File: config.mk
export PLATFORM = sky130hd
export DESIGN_NAME = stopwatch_watch_datapath
export DESIGN_NICKNAME = d
export VERILOG_FILES = /design/src/rtl/stopwatch_watch_datapath_pkg.sv /design/src/rtl/stopwatch_watch_datapath_tick_gen.sv /design/src/rtl/stopwatch_watch_datapath_time_counter_chain.sv /design/src/rtl/stopwatch_watch_datapath.sv
export SDC_FILE = /design/constraint.sdc
export NUM_CORES = 1
export LEC_CHECK = 0
export ABC_CLOCK_PERIOD_IN_PS = 1700
export BUFFER_PORTS_ARGS = -buffer_cell sky130_fd_sc_hd__clkbuf_2
export CAP_MARGIN = 30
export CORE_ASPECT_RATIO = 1.5
export CORE_MARGIN = 2
export CORE_UTILIZATION = 50
export DETAILED_ROUTE_END_ITERATION = 10
export PLACE_DENSITY = 0.83
export SLEW_MARGIN = 5
export SYNTH_ARGS = -nofsm -noshare
export SYNTH_HDL_FRONTEND = slang
export SYNTH_SLANG_ARGS = --single-unit
File: constraint.sdc
create_clock -name clk -period 1.7 [get_ports clk]
set_input_delay 0.085 -clock clk [delete_from_list [all_inputs] [get_ports clk]]
set_output_delay 0.085 -clock clk [all_outputs]
set_load 0.03 [all_outputs]
File: src/rtl/stopwatch_watch_datapath_pkg.sv
// Shared field widths, terminal values, mode encoding and time record for the
// stopwatch/watch datapath.
package stopwatch_watch_datapath_pkg;

  localparam int MSEC_W = 7;
  localparam int SEC_W  = 6;
  localparam int MIN_W  = 6;
  localparam int HOUR_W = 5;

  localparam logic [MSEC_W-1:0] MSEC_MAX = 7'd99;
  localparam logic [SEC_W-1:0]  SEC_MAX  = 6'd59;
  localparam logic [MIN_W-1:0]  MIN_MAX  = 6'd59;
  localparam logic [HOUR_W-1:0] HOUR_MAX = 5'd23;

  localparam logic MODE_STOPWATCH = 1'b0;
  localparam logic MODE_WATCH     = 1'b1;

  typedef enum logic [1:0] {
    ADJ_SEC  = 2'd0,
    ADJ_MIN  = 2'd1,
    ADJ_HOUR = 2'd2
  } adj_sel_e;

  typedef struct packed {
    logic [HOUR_W-1:0] hour;
    logic [MIN_W-1:0]  min;
    logic [SEC_W-1:0]  sec;
    logic [MSEC_W-1:0] msec;
  } time_t;

endpackage

File: src/rtl/stopwatch_watch_datapath_tick_gen.sv
// Free-running divider producing a registered one-cycle pulse at TICK_HZ.
module stopwatch_watch_datapath_tick_gen #(
  parameter int CLK_FREQ = 100_000_000,
  parameter int TICK_HZ  = 100
) (
  input  logic clk,
  input  logic reset_n,
  output logic tick
);

  localparam int DIV = CLK_FREQ / TICK_HZ;
  localparam int CW  = (DIV > 1) ? $clog2(DIV) : 1;
  localparam logic [CW-1:0] LAST = CW'(DIV - 1);

  logic [CW-1:0] cnt;

  always_ff @(posedge clk or negedge reset_n) begin
    if (!reset_n) begin
      cnt  <= '0;
      tick <= 1'b0;
    end else begin
      tick <= (cnt == LAST);
      cnt  <= (cnt == LAST) ? '0 : cnt + CW'(1);
    end
  end

endmodule

File: src/rtl/stopwatch_watch_datapath_time_counter_chain.sv
// msec->sec->min->hour counter chain with clear, single-field adjust and tick ripple.
// Priority: clear > adjust > tick; an adjust never carries into another field.
module stopwatch_watch_datapath_time_counter_chain
  import stopwatch_watch_datapath_pkg::*;
#(
  parameter logic [HOUR_W-1:0] INIT_HOUR = '0
) (
  input  logic     clk,
  input  logic     reset_n,
  input  logic     tick_en,
  input  logic     clear,
  input  adj_sel_e adj_sel,
  input  logic     adj_dir,
  input  logic     adj_en,
  output time_t    t
);

  localparam time_t RST = '{hour: INIT_HOUR, min: '0, sec: '0, msec: '0};

  time_t nxt;
  logic  msec_wrap, sec_wrap, min_wrap;

  assign msec_wrap = (t.msec == MSEC_MAX);
  assign sec_wrap  = (t.sec  == SEC_MAX);
  assign min_wrap  = (t.min  == MIN_MAX);

  always_comb begin
    nxt = t;
    if (clear) begin
      nxt = '0;
    end else if (adj_en) begin
      case (adj_sel)
        ADJ_HOUR: nxt.hour = adj_dir ? ((t.hour == '0) ? HOUR_MAX : t.hour - HOUR_W'(1))
                                     : ((t.hour == HOUR_MAX) ? '0 : t.hour + HOUR_W'(1));
        ADJ_MIN:  nxt.min  = adj_dir ? ((t.min == '0) ? MIN_MAX : t.min - MIN_W'(1))
                                     : (min_wrap ? '0 : t.min + MIN_W'(1));
        ADJ_SEC: begin
          nxt.sec  = adj_dir ? ((t.sec == '0) ? SEC_MAX : t.sec - SEC_W'(1))
                             : (sec_wrap ? '0 : t.sec + SEC_W'(1));
          nxt.msec = '0;
        end
        default: ;
      endcase
    end else if (tick_en) begin
      // Full ripple in one cycle: 23:59:59.99 rolls straight to 00:00:00.00.
      nxt.msec = msec_wrap ? '0 : t.msec + MSEC_W'(1);
      if (msec_wrap) begin
        nxt.sec = sec_wrap ? '0 : t.sec + SEC_W'(1);
        if (sec_wrap) begin
          nxt.min = min_wrap ? '0 : t.min + MIN_W'(1);
          if (min_wrap)
            nxt.hour = (t.hour == HOUR_MAX) ? '0 : t.hour + HOUR_W'(1);
        end
      end
    end
  end

  always_ff @(posedge clk or negedge reset_n) begin
    if (!reset_n) t <= RST;
    else          t <= nxt;
  end

endmodule

File: src/rtl/stopwatch_watch_datapath.sv
// Stopwatch/watch datapath: shared tick, two counter chains, button priority
// and the mode-selected display mux.
module stopwatch_watch_datapath
  import stopwatch_watch_datapath_pkg::*;
#(
  parameter int CLK_FREQ        = 100_000_000,
  parameter int TICK_HZ         = 100,
  parameter int WATCH_INIT_HOUR = 12
) (
  input  logic              clk,
  input  logic              reset_n,
  input  logic              i_mode,
  input  logic              i_run_stop,
  input  logic              i_clear,
  input  logic              i_sw1,
  input  logic              i_btn1,
  input  logic              i_btn2,
  input  logic              i_btn3,
  output logic [MSEC_W-1:0] o_msec,
  output logic [SEC_W-1:0]  o_sec,
  output logic [MIN_W-1:0]  o_min,
  output logic [HOUR_W-1:0] o_hour,
  output logic              o_tick
);

  logic     tick, adj;
  adj_sel_e sel;
  time_t    sw, wt, disp;

  stopwatch_watch_datapath_tick_gen #(
    .CLK_FREQ(CLK_FREQ),
    .TICK_HZ (TICK_HZ)
  ) u_tick (
    .clk    (clk),
    .reset_n(reset_n),
    .tick   (tick)
  );

  // Buttons only count in watch mode; hour beats min beats sec.
  assign adj = (i_mode == MODE_WATCH) && (i_btn1 || i_btn2 || i_btn3);

  always_comb begin
    sel = ADJ_SEC;
    if (i_btn1)      sel = ADJ_HOUR;
    else if (i_btn2) sel = ADJ_MIN;
  end

  stopwatch_watch_datapath_time_counter_chain #(
    .INIT_HOUR('0)
  ) u_sw (
    .clk    (clk),
    .reset_n(reset_n),
    .tick_en(tick & i_run_stop),
    .clear  (i_clear),
    .adj_sel(ADJ_SEC),
    .adj_dir(1'b0),
    .adj_en (1'b0),
    .t      (sw)
  );

  stopwatch_watch_datapath_time_counter_chain #(
    .INIT_HOUR(HOUR_W'(WATCH_INIT_HOUR))
  ) u_watch (
    .clk    (clk),
    .reset_n(reset_n),
    .tick_en(tick),
    .clear  (1'b0),
    .adj_sel(sel),
    .adj_dir(i_sw1),
    .adj_en (adj),
    .t      (wt)
  );

  assign disp   = (i_mode == MODE_WATCH) ? wt : sw;
  assign o_msec = disp.msec;
  assign o_sec  = disp.sec;
  assign o_min  = disp.min;
  assign o_hour = disp.hour;
  assign o_tick = tick;

endmodule

* Yosys cells after proc, flatten, opt, wreduce, memory -nomap -nowiden
Cells that the tools add are included.
** Operators by class
- Bitwise logic cells :: 1
- Add/sub/neg operators :: 12
- Eq/ne operators :: 14
- Multiply operators :: 0
- Divide/modulo/power cells :: 0
- Order comparisons :: 0
- Shifts and indexed selects :: 0
- Reductions and logical operators :: 22
- Mux-type cells :: 31
** Operators with widths (number)
- $mux 24 :: 5
- $mux 6 :: 9
- $mux 5 :: 7
- $mux 17 :: 2
- $add 6x1->6 const B :: 4
- $eq 6x6->1 const B :: 4
- $mux 11 :: 2
- $add 20x1->20 const B :: 1
- $eq 20x20->1 const B :: 1
- $mux 20 :: 1
- $reduce_bool 2->1 :: 8
- $add 7x1->7 const B :: 2
- $eq 7x7->1 const B :: 2
- $mux 7 :: 2
- $mux 13 :: 1
- $logic_not 6->1 :: 2
- $sub 6x1->6 const B :: 2
- $add 5x1->5 const B :: 2
- $eq 5x5->1 const B :: 2
- $reduce_and 4->1 :: 2
- $ne 2x1->1 const B :: 3
- $reduce_and 3->1 :: 2
- $logic_not 5->1 :: 1
- $reduce_and 5->1 :: 1
- other kinds (10) :: 12
** Storage, ports and cells
- ROM bits :: 0
- Output and inout bits :: 25
- Latch bits :: 0
- Bits in registers :: 69
- Input bits :: 9
- RAM bits :: 0
- Memories :: 0

* Depth between registers and ports, before layout
- Word-level depth :: 7
- Depth in mapped cells :: 8
- Mapped depth without buffers :: 7

* Modules after synthesis
From an unflattened synthesis, not the netlist that was laid out.
** Unflattened totals
- Cells, all modules :: 577
- Area, all modules :: 5162.5 sq um
** Modules (own cells, without submodules)
- stopwatch_watch_datapath_time_counter_chain at u_watch :: times used 1, sequential area each 603.1 sq um, area each 1838.0 sq um, cells each 224
- stopwatch_watch_datapath_time_counter_chain at u_sw :: times used 1, sequential area each 600.6 sq um, area each 1835.5 sq um, cells each 224
- stopwatch_watch_datapath_tick_gen :: times used 1, sequential area each 525.5 sq um, area each 1071.0 sq um, cells each 98
- stopwatch_watch_datapath :: times used 1, sequential area each 0.0 sq um, area each 417.9 sq um, cells each 31

* Least setup slack after synthesis
No wires, ideal clock.
- Path type :: register to register
- From :: reg u_sw.t[13] (netlist name)
- To :: reg u_sw.t[19] (netlist name)
- Cell stages (with the launch flop) :: 8
- Setup time :: 0.125 ns
- Data required time :: 1.575 ns
- Data arrival time :: 1.619 ns
- Slack :: -0.044 ns
- Clock period less this slack :: 1.744 ns
- Cell sequence :: dfrtp_1 ha_1 nor2b_1 and4_1 clkbuf_1 nor2_1 nor2_1 mux2_2
** On the way
- Cells in the longest elaborated chain, start to end :: 3
** RTL lines
- start: declaration :: line stopwatch_watch_datapath_time_counter_chain.sv:15 : output time_t t
- start signal: assignment :: line stopwatch_watch_datapath_time_counter_chain.sv:60 : else t <= nxt;
- $eq 6x6->1 :: line stopwatch_watch_datapath_time_counter_chain.sv:25 : assign min_wrap = (t.min == MIN_MAX);
- $reduce_bool 2->1 (no line)
- $reduce_and 4->1 (no line)
Every way passes these cells.
A chain may end at the register's enable or synchronous reset.

* Worst setup path after layout
- From :: reg u_sw.t[1] (netlist name)
- To :: reg u_sw.t[17] (netlist name)
** On the way
- Cells in the longest elaborated chain, start to end :: 3
** RTL lines
- $eq 7x7->1 :: line stopwatch_watch_datapath_time_counter_chain.sv:23 : assign msec_wrap = (t.msec == MSEC_MAX);
- $reduce_bool 2->1 (no line)
- $reduce_and 3->1 (no line)
Every way passes these cells.

==> results.cfg <==
[run_status]
status = finished, violations left
violations = negative setup slack

[cts]
clock_sinks = 69
clkLatencyLatePin_ns = 0.34
htree_levels = 3
root_buffer = clkbuf_16
path_clk_slew_ns = 0.06
cts_tree = done
clock_path_buffers = 2
cts-buffers-inserted = 9

[floorplanning]
pin_count = 34
die_w_um = 80.0
die_y_um = 118
die-area_mm2 = 0.00945
core_mm2 = 0.00841
num_rows = 41
start_util = 0.515

[synthesis]
avgSynthCellArea_um2 = 9.22
syn_area_mm2 = 0.00434
synth.net_count = 491
synth-seq-cells = 69
synth.distinct_cells = 65
synth_ff_type = dfrtp_1
synth_cells = 470
yosysWarningCount = 0
synth_edf_count = 0
synth_async_sr_flop_share = 1.00
yosysSeqAreaShare = 0.399

[route]
routed_via_density = 6.13
drt_iter0_markers = 389
drc = 0
wl_per_cell_um = 17.9
first_pass_iters = 5
drt-total-wl_um = 12100
postRouteAntennaNets = 0
vias = 4142

[cells_and_area]
mostFrequentLayoutCells = buf_4, dfrtp_1, nand2_1
sequential_cell_area_mm2 = 0.00173
final_cells = 676
syn_to_final_growth_pct = 28.5
mostFrequentLayoutCell = buf_4
drive_above_1_share = 0.336
utilization = 0.662
fill_cells = 610
multi_input_area_mm2 = 0.00264
n_antenna_cell = 0
fin_nets = 585

[sta]
slew_viol_final = 0
fin_worst_skew_ns = 0.00841
fin_crit_sh = 1.11
setup_viol = 5
relSlewSlack = 0.565
tns_ns = -0.311
finalCriticalPeriod_ns = 1.89
clock.fmax_mhz = 528
finalHoldWorstSlack_ns = 0.209
rsz0062_at_grt = yes
tightest_slew_ns = 0.651
fin_ws_ns = -0.192
hold_violations = 0

[power]
power_density_mw_per_mm2 = 1090
p_leak_nw = 2.55
ir_worst_vdd_mv = 0.657

[global_route]
antenna_found_initial = 0
grt_pass1_wl_um = 18000
grt_max_degree = 28
grt_pass1_vias = 4021
overflow = 0
grt.total_usage = 0.238

[critical_path]
cp_cell_sequence = ha_4, and4bb_1, a41o_4, and2b_2, nand2_2, o31ai_1
required_ns = 1.90
slowest_stage = dfrtp_1
cp_top_family = compound AO/OA/AOI/OAI gates
start_kind = register
cp_max_fo = 5
cp.depth = 6
cp-end-kind = register
reg2reg_depth = 6
crit_path_max_incr_delay_ns = 0.40
arrival_ns = 2.09
crit_type = register to register
path_buf_inv = 0

[worst_hold_path]
hold_path.class = primary input to register
holdPathStages = 4

[flow_run]
cap_violations = 0

[place]
pre_cts_ws_ns = -0.108
place.gp.congestion = 0.871
io_buffers = 33
dp.cells = 646
dpl.hpwl_um = 7930
[worst min-delay path: stages]
cell and delay, ns:
clkbuf_2 0.13, a21oi_1 0.13, nand2_1 0.08, o21ai_0 0.07
[Yosys cell counts, types with 2 or more instances]
master,n,area [um^2]
dfrtp_1,67,1680
nand2_1,46,173
o21ai_0,39,195
nor2_1,34,128
nand3_1,30,150
mux2_2,26,293
xor2_1,18,158
a21oi_1,16,80.1
and3_1,13,81.3
ha_1,12,150
inv_1,12,45.0
nor2b_1,12,75.1
xnor2_1,12,105
buf_2,10,50.1
nand4_1,10,62.6
o31ai_1,10,75.1
clkbuf_1,9,33.8
nor3_1,9,45.0
a31oi_1,7,43.8
nand2b_1,5,31.3
nor4_1,5,31.3
a32o_1,4,40.0
nand3b_1,4,30.0
and4b_1,3,30.0
buf_4,3,22.5
nor3b_1,3,22.5
or3_1,3,18.8
a21boi_0,2,15.0
a221o_1,2,20.0
dfstp_2,2,52.6
nand4b_1,2,17.5
nor4b_1,2,17.5
o21a_1,2,15.0
o21ai_1,2,10.0
o31a_1,2,17.5
or2_2,2,12.5
or4_1,2,15.0
[per-layer routing]
metal	track usage	vias up	routed length, um
li1	-	1901	-
met1	0.259	2038	4580
met2	0.439	173	6650
met3	0.0437	30	555
met4	0.0975	0	290
met5	0	-	0
[timing repair]
item | CTS | global route
pin swaps | 3 | 13
hold buffers | 1 | 0
buffers inserted | 3 | 9
resized for setup | 14 | 33
gates cloned | 0 | 1
setup endpoints to repair | 15 | 31
endpoints found under the hold margin | 15 | 0
[state kept, by name, indices dropped and copies added (netlist names)]
| name | cells |
|---|---|
| u_tick.tick | 1 |
| u_tick.cnt | 20 |
| u_watch.t | 24 |
| u_sw.t | 24 |
[worst paths after layout]
check / slack (ns) / from / end
max in group asynchronous: 0.90 / reset_n / u_watch.t[21]
setup / recovery: -0.19 / u_sw.t[1] / u_sw.t[17]
hold / removal: 0.21 / i_run_stop / u_sw.t[0]
min in group asynchronous: 0.23 / reset_n / u_tick.cnt[2]
hold reg to reg: 0.50 / u_tick.cnt[0] / u_tick.cnt[0]
setup reg to reg: -0.19 / u_sw.t[1] / u_sw.t[17]
[area by class of cell]
type	instances	share of cell area
Multi-Input combinational cell	367	0.474
Sequential cell	69	0.310
Timing Repair Buffer	105	0.131
Clock buffer	15	0.0516
Tap cell	107	0.0240
Inverter	12	0.00808
Clock inverter	1	0.000898
[cells by family after synthesis]
family,share of synthesized area
AND/OR/NAND/NOR,0.235
AO/OA/AOI/OAI,0.165
flip-flops,0.399
buffers and inverters,0.0361
XOR/XNOR,0.0606
multiplexers,0.0698
adder cells (fa/ha/maj),0.0346
[metrics by stage]
step	area, um^2	power (mW)
after floorplan	4340	3.41
after global placement	4990	4.00
after detailed placement	4990	4.09
after CTS	5360	5.93
after global routing	5570	6.35
final	5570	6.07
[power breakdown]
part	internal (mW)	total (mW)	switching, mW
Clock	1.15	1.83	0.681
Sequential	1.88	2.16	0.276
Combinational	0.883	2.09	1.21
Total	3.91	6.07	2.16
Power figures use the tool's default switching activity.
